**src/rtl/interrupt_sequencer_pkg.sv**
```systemverilog
// Shared constants and types for the 6502 interrupt/reset sequencer.
// Vector addresses, stack page, push-source and interrupt-kind encodings.
package interrupt_sequencer_pkg;

    localparam logic [7:0]  DEF_STACK_PAGE = 8'h01;
    localparam logic [15:0] DEF_NMI_VECTOR = 16'hFFFA;
    localparam logic [15:0] DEF_RES_VECTOR = 16'hFFFC;
    localparam logic [15:0] DEF_IRQ_VECTOR = 16'hFFFE;

    localparam logic [1:0] PUSH_NONE = 2'b00;
    localparam logic [1:0] PUSH_PCH  = 2'b01;
    localparam logic [1:0] PUSH_PCL  = 2'b10;
    localparam logic [1:0] PUSH_P    = 2'b11;

    typedef enum logic [1:0] {
        KIND_RESET = 2'd0,
        KIND_NMI   = 2'd1,
        KIND_IRQ   = 2'd2
    } kind_t;

    typedef enum logic [2:0] {
        S_WAIT,
        S_RST_HOLD,
        S_PUSH_PCH,
        S_PUSH_PCL,
        S_PUSH_P,
        S_VEC_LO,
        S_VEC_HI
    } state_t;

    // Data-out source for a push state; only stack writes drive data.
    function automatic logic [1:0] push_code(state_t s, logic wr);
        logic [1:0] c;
        c = PUSH_NONE;
        if (wr) begin
            case (s)
                S_PUSH_PCH: c = PUSH_PCH;
                S_PUSH_PCL: c = PUSH_PCL;
                S_PUSH_P:   c = PUSH_P;
                default:    c = PUSH_NONE;
            endcase
        end
        return c;
    endfunction

endpackage

```
**src/rtl/nmi_edge_detect.sv**
```systemverilog
// Falling-edge detector for the active-low NMI line.
// Holds the pending flag until the sequencer consumes it.
module nmi_edge_detect (
    input  logic clk,
    input  logic res,
    input  logic nmi,
    input  logic clear,
    output logic pending
);

    logic nmi_prev;

    // Track last NMI level and latch a 1->0 transition as pending.
    // A fresh edge outranks a same-cycle consume of an older one.
    always_ff @(posedge clk) begin
        nmi_prev <= nmi;
        if (res) begin
            pending <= 1'b0;
        end else if (nmi_prev && !nmi) begin
            pending <= 1'b1;
        end else if (clear) begin
            pending <= 1'b0;
        end
    end

endmodule

```
**src/rtl/interrupt_sequencer.sv**
```systemverilog
// 6502 reset/NMI/IRQ entry sequencer: three stack cycles then vector fetch.
// Runs beside decode; owns the bus while busy is high.
module interrupt_sequencer
    import interrupt_sequencer_pkg::*;
#(
    parameter logic [7:0]  STACK_PAGE = DEF_STACK_PAGE,
    parameter logic [15:0] NMI_VECTOR = DEF_NMI_VECTOR,
    parameter logic [15:0] RES_VECTOR = DEF_RES_VECTOR,
    parameter logic [15:0] IRQ_VECTOR = DEF_IRQ_VECTOR
) (
    input  logic        clk,
    input  logic        res,
    input  logic        rdy,
    input  logic        irq,
    input  logic        nmi,
    input  logic        i_flag,
    input  logic        sync,
    input  logic [7:0]  stack_pointer,
    output logic        busy,
    output logic [15:0] memory_address,
    output logic        rw,
    output logic [1:0]  push_select,
    output logic        sp_dec,
    output logic        set_i,
    output logic        pc_load_lo,
    output logic        pc_load_hi,
    output logic        done
);

    state_t      state;
    kind_t       kind;
    kind_t       kind_eff;
    logic [7:0]  sp_int;
    logic        nmi_pending;
    logic        nmi_clear;
    logic        in_push;
    logic        hijack;
    logic        take_nmi;
    logic        take_irq;
    logic        push_wr;
    logic [15:0] vec;

    nmi_edge_detect u_nmi (
        .clk     (clk),
        .res     (res),
        .nmi     (nmi),
        .clear   (nmi_clear),
        .pending (nmi_pending)
    );

    // Entry decisions, NMI hijack of an IRQ, and vector choice.
    always_comb begin
        in_push  = (state == S_PUSH_PCH) || (state == S_PUSH_PCL)
                || (state == S_PUSH_P);
        hijack   = !res && rdy && in_push
                && (kind == KIND_IRQ) && nmi_pending;
        take_nmi = !res && rdy && (state == S_WAIT)
                && sync && nmi_pending;
        take_irq = !res && rdy && (state == S_WAIT)
                && sync && !nmi_pending && !irq && !i_flag;
        nmi_clear = hijack || take_nmi;
        kind_eff  = hijack ? KIND_NMI : kind;
        push_wr   = (kind_eff != KIND_RESET);
        case (kind_eff)
            KIND_NMI: vec = NMI_VECTOR;
            KIND_IRQ: vec = IRQ_VECTOR;
            default:  vec = RES_VECTOR;
        endcase
    end

    // Sequencer FSM; outputs are registered for the state being entered.
    always_ff @(posedge clk) begin
        if (res) begin
            state          <= S_RST_HOLD;
            kind           <= KIND_RESET;
            sp_int         <= 8'h00;
            busy           <= 1'b1;
            memory_address <= 16'h0000;
            rw             <= 1'b1;
            push_select    <= PUSH_NONE;
            sp_dec         <= 1'b0;
            set_i          <= 1'b0;
            pc_load_lo     <= 1'b0;
            pc_load_hi     <= 1'b0;
            done           <= 1'b0;
        end else if (rdy) begin
            case (state)
                S_WAIT: begin
                    if (take_nmi || take_irq) begin
                        state          <= S_PUSH_PCH;
                        kind           <= take_nmi ? KIND_NMI : KIND_IRQ;
                        sp_int         <= stack_pointer - 8'd1;
                        busy           <= 1'b1;
                        memory_address <= {STACK_PAGE, stack_pointer};
                        rw             <= 1'b0;
                        push_select    <= PUSH_PCH;
                        sp_dec         <= 1'b1;
                    end
                end
                S_RST_HOLD: begin
                    state          <= S_PUSH_PCH;
                    sp_int         <= stack_pointer - 8'd1;
                    memory_address <= {STACK_PAGE, stack_pointer};
                    rw             <= 1'b1;
                    push_select    <= PUSH_NONE;
                    sp_dec         <= 1'b1;
                end
                S_PUSH_PCH: begin
                    state          <= S_PUSH_PCL;
                    kind           <= kind_eff;
                    sp_int         <= sp_int - 8'd1;
                    memory_address <= {STACK_PAGE, sp_int};
                    rw             <= !push_wr;
                    push_select    <= push_code(S_PUSH_PCL, push_wr);
                end
                S_PUSH_PCL: begin
                    state          <= S_PUSH_P;
                    kind           <= kind_eff;
                    sp_int         <= sp_int - 8'd1;
                    memory_address <= {STACK_PAGE, sp_int};
                    rw             <= !push_wr;
                    push_select    <= push_code(S_PUSH_P, push_wr);
                end
                S_PUSH_P: begin
                    state          <= S_VEC_LO;
                    kind           <= kind_eff;
                    memory_address <= vec;
                    rw             <= 1'b1;
                    push_select    <= PUSH_NONE;
                    sp_dec         <= 1'b0;
                    set_i          <= 1'b1;
                    pc_load_lo     <= 1'b1;
                end
                S_VEC_LO: begin
                    state          <= S_VEC_HI;
                    memory_address <= vec + 16'd1;
                    set_i          <= 1'b0;
                    pc_load_lo     <= 1'b0;
                    pc_load_hi     <= 1'b1;
                    done           <= 1'b1;
                end
                S_VEC_HI: begin
                    state          <= S_WAIT;
                    busy           <= 1'b0;
                    memory_address <= 16'h0000;
                    rw             <= 1'b1;
                    pc_load_hi     <= 1'b0;
                    done           <= 1'b0;
                end
                default: begin
                    state          <= S_WAIT;
                    busy           <= 1'b0;
                    memory_address <= 16'h0000;
                    rw             <= 1'b1;
                    push_select    <= PUSH_NONE;
                    sp_dec         <= 1'b0;
                    set_i          <= 1'b0;
                    pc_load_lo     <= 1'b0;
                    pc_load_hi     <= 1'b0;
                    done           <= 1'b0;
                end
            endcase
        end
    end

endmodule
```
**config.mk**
```make
export PLATFORM = sky130hd
export DESIGN_NAME = interrupt_sequencer
export DESIGN_NICKNAME = d
export VERILOG_FILES = /design/src/rtl/interrupt_sequencer_pkg.sv /design/src/rtl/nmi_edge_detect.sv /design/src/rtl/interrupt_sequencer.sv
export SDC_FILE = /design/constraint.sdc
export NUM_CORES = 1
export LEC_CHECK = 0
export ABC_AREA = 1
export CORE_UTILIZATION = 45
export CTS_BUF_LIST = sky130_fd_sc_hd__clkbuf_16
export DETAILED_ROUTE_END_ITERATION = 12
export PLACE_DENSITY = 0.75
export SLEW_MARGIN = 20
export SYNTH_ARGS = -nofsm -noshare
export SYNTH_HDL_FRONTEND = slang
export SYNTH_SLANG_ARGS = --single-unit
```
**constraint.sdc**
```tcl
create_clock -name clk -period 2.2 [get_ports clk]
set_clock_uncertainty 0.2 [all_clocks]
set_input_delay 0.44 -clock clk [delete_from_list [all_inputs] [get_ports clk]]
set_output_delay 0.44 -clock clk [all_outputs]
set_load 0.02 [all_outputs]
```
### Word-level counts from Yosys, hierarchy flattened

Index checks and enable logic that the tools add are counted.

| operators by class | value |
|---|---|
| eq/ne operators | 10 |
| bitwise logic cells | 6 |
| reduce and logical (&&, ||, !) cells | 42 |
| multiplexer cells | 24 |
| add/subtract/negate cells | 3 |

Operator list:

| cell | number |
|---|---|
| 16-bit case mux with 5 select lines | 1 |
| 8-bit case mux with 3 select lines | 1 |
| 3-bit case mux with 6 select lines | 1 |
| 3-bit AND reduction | 6 |
| 16-bit by 1-bit adder with 16-bit output (second input constant) | 1 |
| 16-bit 2-to-1 mux | 1 |
| 8-bit by 1-bit subtractor with 8-bit output (second input constant) | 2 |
| 5-bit OR reduction | 3 |
| 2-bit 2-to-1 mux | 6 |
| 1-bit logical AND | 11 |
| 3-bit equality test (second input constant) | 3 |
| 8-bit 2-to-1 mux | 1 |
| 2-bit case mux with 4 select lines | 1 |
| 3-bit by 2-bit equality test with 1-bit output (second input constant) | 2 |
| 1-bit logical NOT | 6 |
| 1-bit NOT | 6 |
| 1-bit case mux with 2 select lines | 3 |
| 1-bit case mux with 3 select lines | 2 |
| 3-bit case mux with 2 select lines | 1 |
| 2-bit AND reduction | 3 |
| 2-bit nonzero test | 3 |
| 2-bit equality test (second input constant) | 2 |
| 1-bit logical OR | 4 |
| 1-bit 2-to-1 mux | 4 |
| other kinds (10) | 11 |

| word-level totals | value |
|---|---|
| input bits | 15 |
| logic and storage cells | 97 |
| register bits after elaboration | 38 |
| output and inout port bits | 25 |

### Logic depth before layout (Yosys ltp)

| depth | value |
|---|---|
| depth after elaboration | 11 |
| mapped depth | 15 |
| depth with buffers taken out | 15 |

### Hierarchy

From an unflattened synthesis, not the netlist that was laid out.

| second synthesis, totals | value |
|---|---|
| cell total of the unflattened synthesis | 278 |
| area, all modules | 1791.7 µm² |

By module, submodules not included:

| module | area each (µm²) | instances | cells an instance |
|---|---|---|---|
| interrupt_sequencer | 1727.9 | 1 | 271 |
| nmi_edge_detect | 63.8 | 1 | 7 |

### Worst setup path after synthesis

OpenSTA, ideal clock, no wires.

| path | value |
|---|---|
| path kind | register to register |
| start point | register state[2] |
| end point | register sp_int[6] |
| path buffers | 1 |
| stages on the path, launching flop included | 14 |
| period minus slack after synthesis | 1.800 ns |
| data arrival time | 1.491 ns |
| library setup time | 0.109 ns |
| path slack | 0.400 ns |
| required time | 1.891 ns |
| cell sequence | dfxtp_1 inv_2 buf_2 nand3_1 nand2_1 inv_1 ha_1 inv_1 nor2_2 nand2_1 o21ai_0 nand3_1 nand2_1 inv_1 |

| on the way | value |
|---|---|
| longest elaborated chain between the ends | 9 |
| elaborated cells on any way between the ends | 16 |

RTL lines:

| what | line | text |
|---|---|---|
| from (decl) | interrupt_sequencer.sv:30 | `state_t state;` |
| from (signal assigned) | interrupt_sequencer.sv:74 | `state <= S_RST_HOLD;` |
| from (signal assigned) | interrupt_sequencer.sv:90 | `state <= S_PUSH_PCH;` |
| from (signal assigned) | interrupt_sequencer.sv:101 | `state <= S_PUSH_PCH;` |
| 3-bit logical NOT | interrupt_sequencer.sv:57, interrupt_sequencer.sv:59, interrupt_sequencer.sv:87 |  |
| 1-bit logical AND | interrupt_sequencer.sv:57, interrupt_sequencer.sv:59 |  |
| 1-bit logical AND | interrupt_sequencer.sv:58, interrupt_sequencer.sv:60 |  |
| 1-bit logical AND (3 in a row) | interrupt_sequencer.sv:60 | `&& sync && !nmi_pending && !irq && !i_flag;` |
| 1-bit logical OR | interrupt_sequencer.sv:89 | `if (take_nmi \|\| take_irq) begin` |
| 2-bit by 1-bit != test with 1-bit output (no source line) | - |  |
| 3-bit AND reduction (no source line) | - |  |
| to (signal assigned) | interrupt_sequencer.sv:92 | `sp_int <= stack_pointer - 8'd1;` |
| to (signal assigned) | interrupt_sequencer.sv:102 | `sp_int <= stack_pointer - 8'd1;` |
| to (signal assigned) | interrupt_sequencer.sv:111 | `sp_int <= sp_int - 8'd1;` |
| to (decl) | interrupt_sequencer.sv:33 | `logic [7:0] sp_int;` |

Parallel ways exist; a longest one is shown, timed or not.
A chain may end at the register's enable or synchronous reset.

### Worst setup path after layout

| path | value |
|---|---|
| start point | register state[1] |
| end point | register sp_int[6] |

The elaborated chain is that of the path after synthesis.

==> out/results.tsv <==
metric	value	unit
Filler cells	375	
1st-iter DRT viols	141	
CP Max Fanout	10	
placed cell areas	2303	um2
kind of critical path	reg -> reg	
most frequent cells in the layout	nand2_1, clkdlybuf4s50_1, dfxtp_1	
Setup crit start kind	flip-flop	
post_cts resized	0	
H-tree depth	2	
Slowest-stage cell, CP	dfxtp_1	
final slew viol count	0	
worst slack, placed	-0.005596	ns
measured slew at the worst slew-check pin	0.3724	ns
maxcap violations	0	
Hold-fix buffers, CTS	0	
most common cell after layout, fill and taps aside	nand2_1	
fin util	61.65	%
Global Route Usage Sum	22.15	%
post-synth top area cell	dfxtp_1	
fin cells	365	
WL final	4.440	mm
pin count of the biggest net entering global routing	25	
Clock Latency Late Sink	0.28	ns
vias after detailed routing	1850	
n_diodes	0	
post-synthesis average cell area	6.898	um2
Synth cell types	33	
YS warnings	0	
GP Congestion	0.9136	
post-route ant nets	0	
CTS sink count	32	
Syn-to-layout area delta	30.96	%
Cells after Synth	273	
initial core utilization	47.08	%
register area share after synthesis	34.02	%
RSZ-0062 raised after global routing	no	
routed len/inst	12.16	um
fin nets	332	
row count	23	
Final Setup Violations	0	
initial antenna violation count	0	
CTS root buffer	clkbuf_16	
clk buf depth	2	
Synth top area share	34.02	%
grt total ovfl	0	
P_leak	1.101	nW
Core ar.	4000	um2
Final Cell Area	2466	um2
TritonRoute pass-1 iters	4	
Crit. End Element	flip-flop	
Reg clk slew, reported paths	0.05	ns
Syn Nets	291	
die width	66.69	um
setup ws final	0.1621	ns
worst ir drop on vdd	0.6098	mV
die area	4448	um2
Final Cycle Share	92.63	%
CTS tree	done	
Worst EP arrival	2.01	ns
num ports	40	
post-CTS setup buffers	0	
relative slew slack	75.08	%
TNS Setup	0	ns
first-pass GRT wire length	7.327	mm
Cell Area, Synth	1883	um2
status	complete, no violations	
vias in the first global route	1569	
fmax	490.7	MHz
dpl cells	357	
Num CTS Buffers	5	
WP data required	2.17	ns
# DRC	0	
proportion of layout cells with a drive suffix above 1	15.56	%
Hold Path Class	reg -> reg	
CP Cell Sequence	nand2_1, buf_4, nand2_1, nand2_1, inv_1, ha_1, inv_1, nor2_2, nand2_1, o21ai_0, nand3_1, nand2_1, inv_1	
Top delay family on crit path	simple AND/OR/NAND/NOR gates	
IO Port Bufs	39	
Worst Path Buf+Inv	4	
Max stage delay on crit path	0.44	ns
Die Ht	66.69	um
FF+latch count, synth	32	
DR vias/cell	5.068	
shortest period the worst path allows	2.038	ns
Detail Placement HPWL	3.330	mm
CP most frequent cell	nand2_1	
Area contributors post-synth	dfxtp_1, nand2_1, inv_1	
Final Hold Violating Endpoints	0	
pwr dens	773.0	nW/um2
==> cell usage after synthesis (all sizes together) <==
master  instances
o31ai           1
a21oi          27
a21boi          2
xor2            1
nor2           23
o21ai          21
o21bai          3
or2             1
clkinv          1
nand3          21
clkbuf          2
nand2          83
nor3            1
inv            30
o22ai           1
o211a           1
o211ai          2
nand4           2
ha              3
buf            15
dfxtp          32
==> per-stage QoR <==
stage / hold slack (ns) / power, mW
final: 0.2485 / 1.906
after global routing: 0.2824 / 2.004
after global placement: 0.2353 / 1.146
after floorplan: 0.2287 / 0.9969
after detailed placement: 0.2371 / 1.151
after CTS: 0.2472 / 1.915
==> kinds of logic after synthesis <==
| kind of cell | count (synthesis) | synth area share (%) |
|---|---|---|
| AOI/OAI and AO/OA | 58 | 18.60 |
| xor gates and xnor gates | 1 | 0.4652 |
| adders and majority gates | 3 | 1.994 |
| buffers and inverters | 48 | 13.16 |
| DFF | 32 | 34.02 |
| and+or+nand+nor | 131 | 31.76 |
==> worst paths after layout <==
| check | from | end | slack, ns | cells after the start |
|---|---|---|---|---|
| max reg2reg | state[1]$_SDFFE_PP0P_ | sp_int[6]$_SDFFE_PP0P_ | 0.16 | 13 |
| min | u_nmi.nmi_prev$_DFF_P_ | u_nmi.pending$_SDFFE_PP0P_ | 0.25 | 2 |
| max | state[1]$_SDFFE_PP0P_ | sp_int[6]$_SDFFE_PP0P_ | 0.16 | 13 |
| min reg2reg | u_nmi.nmi_prev$_DFF_P_ | u_nmi.pending$_SDFFE_PP0P_ | 0.25 | 2 |
==> registers in the layout, indices dropped and copies added (netlist names) <==
name,count
busy,1
done,1
kind,2
memory_address,10
pc_load_lo,1
push_select,2
rw,1
sp_dec,1
sp_int,8
state,3
u_nmi.nmi_prev,1
u_nmi.pending,1
==> area by class of cell <==
| cell class | count | area (um2) | share of cell area [%] |
|---|---|---|---|
| Clock inverter | 3 | 37.54 | 1.522 |
| Tap cell | 50 | 62.56 | 2.537 |
| Inverter | 31 | 125.1 | 5.074 |
| Timing Repair Buffer | 51 | 480.5 | 19.48 |
| Clock buffer | 5 | 125.1 | 5.074 |
| Multi-Input combinational cell | 193 | 994.7 | 40.33 |
| Sequential cell | 32 | 640.6 | 25.98 |
==> power breakdown <==
group | internal [mW] | switching (mW) | total (mW)
clock | 0.525 | 0.235 | 0.760
sequential | 0.633 | 0.0332 | 0.666
combinational | 0.191 | 0.289 | 0.480
total | 1.35 | 0.558 | 1.91
==> worst register-to-register path, delay by kind of cell, from the launching register on <==
family,cells,cell delay (ns)
adder cells (fa/ha/maj),1,0.17
flip-flops,1,0.44
AO/OA/AOI/OAI,1,0.15
buffers and inverters,4,0.37
AND/OR/NAND/NOR,7,0.59
==> layer usage <==
layer | routed length [um] | part of all wire, % | up-vias | track usage (%)
met2 | 2010 | 45 | 58 | 34.60
met4 | 72 | 1.6 | 0 | 7.979
met1 | 2135 | 48 | 828 | 28.93
li1 | - | - | 956 | -
met5 | 0 | 0 | - | 0
met3 | 221 | 5.0 | 8 | 5.993
Note: power is estimated with default switching activity, not from simulation.
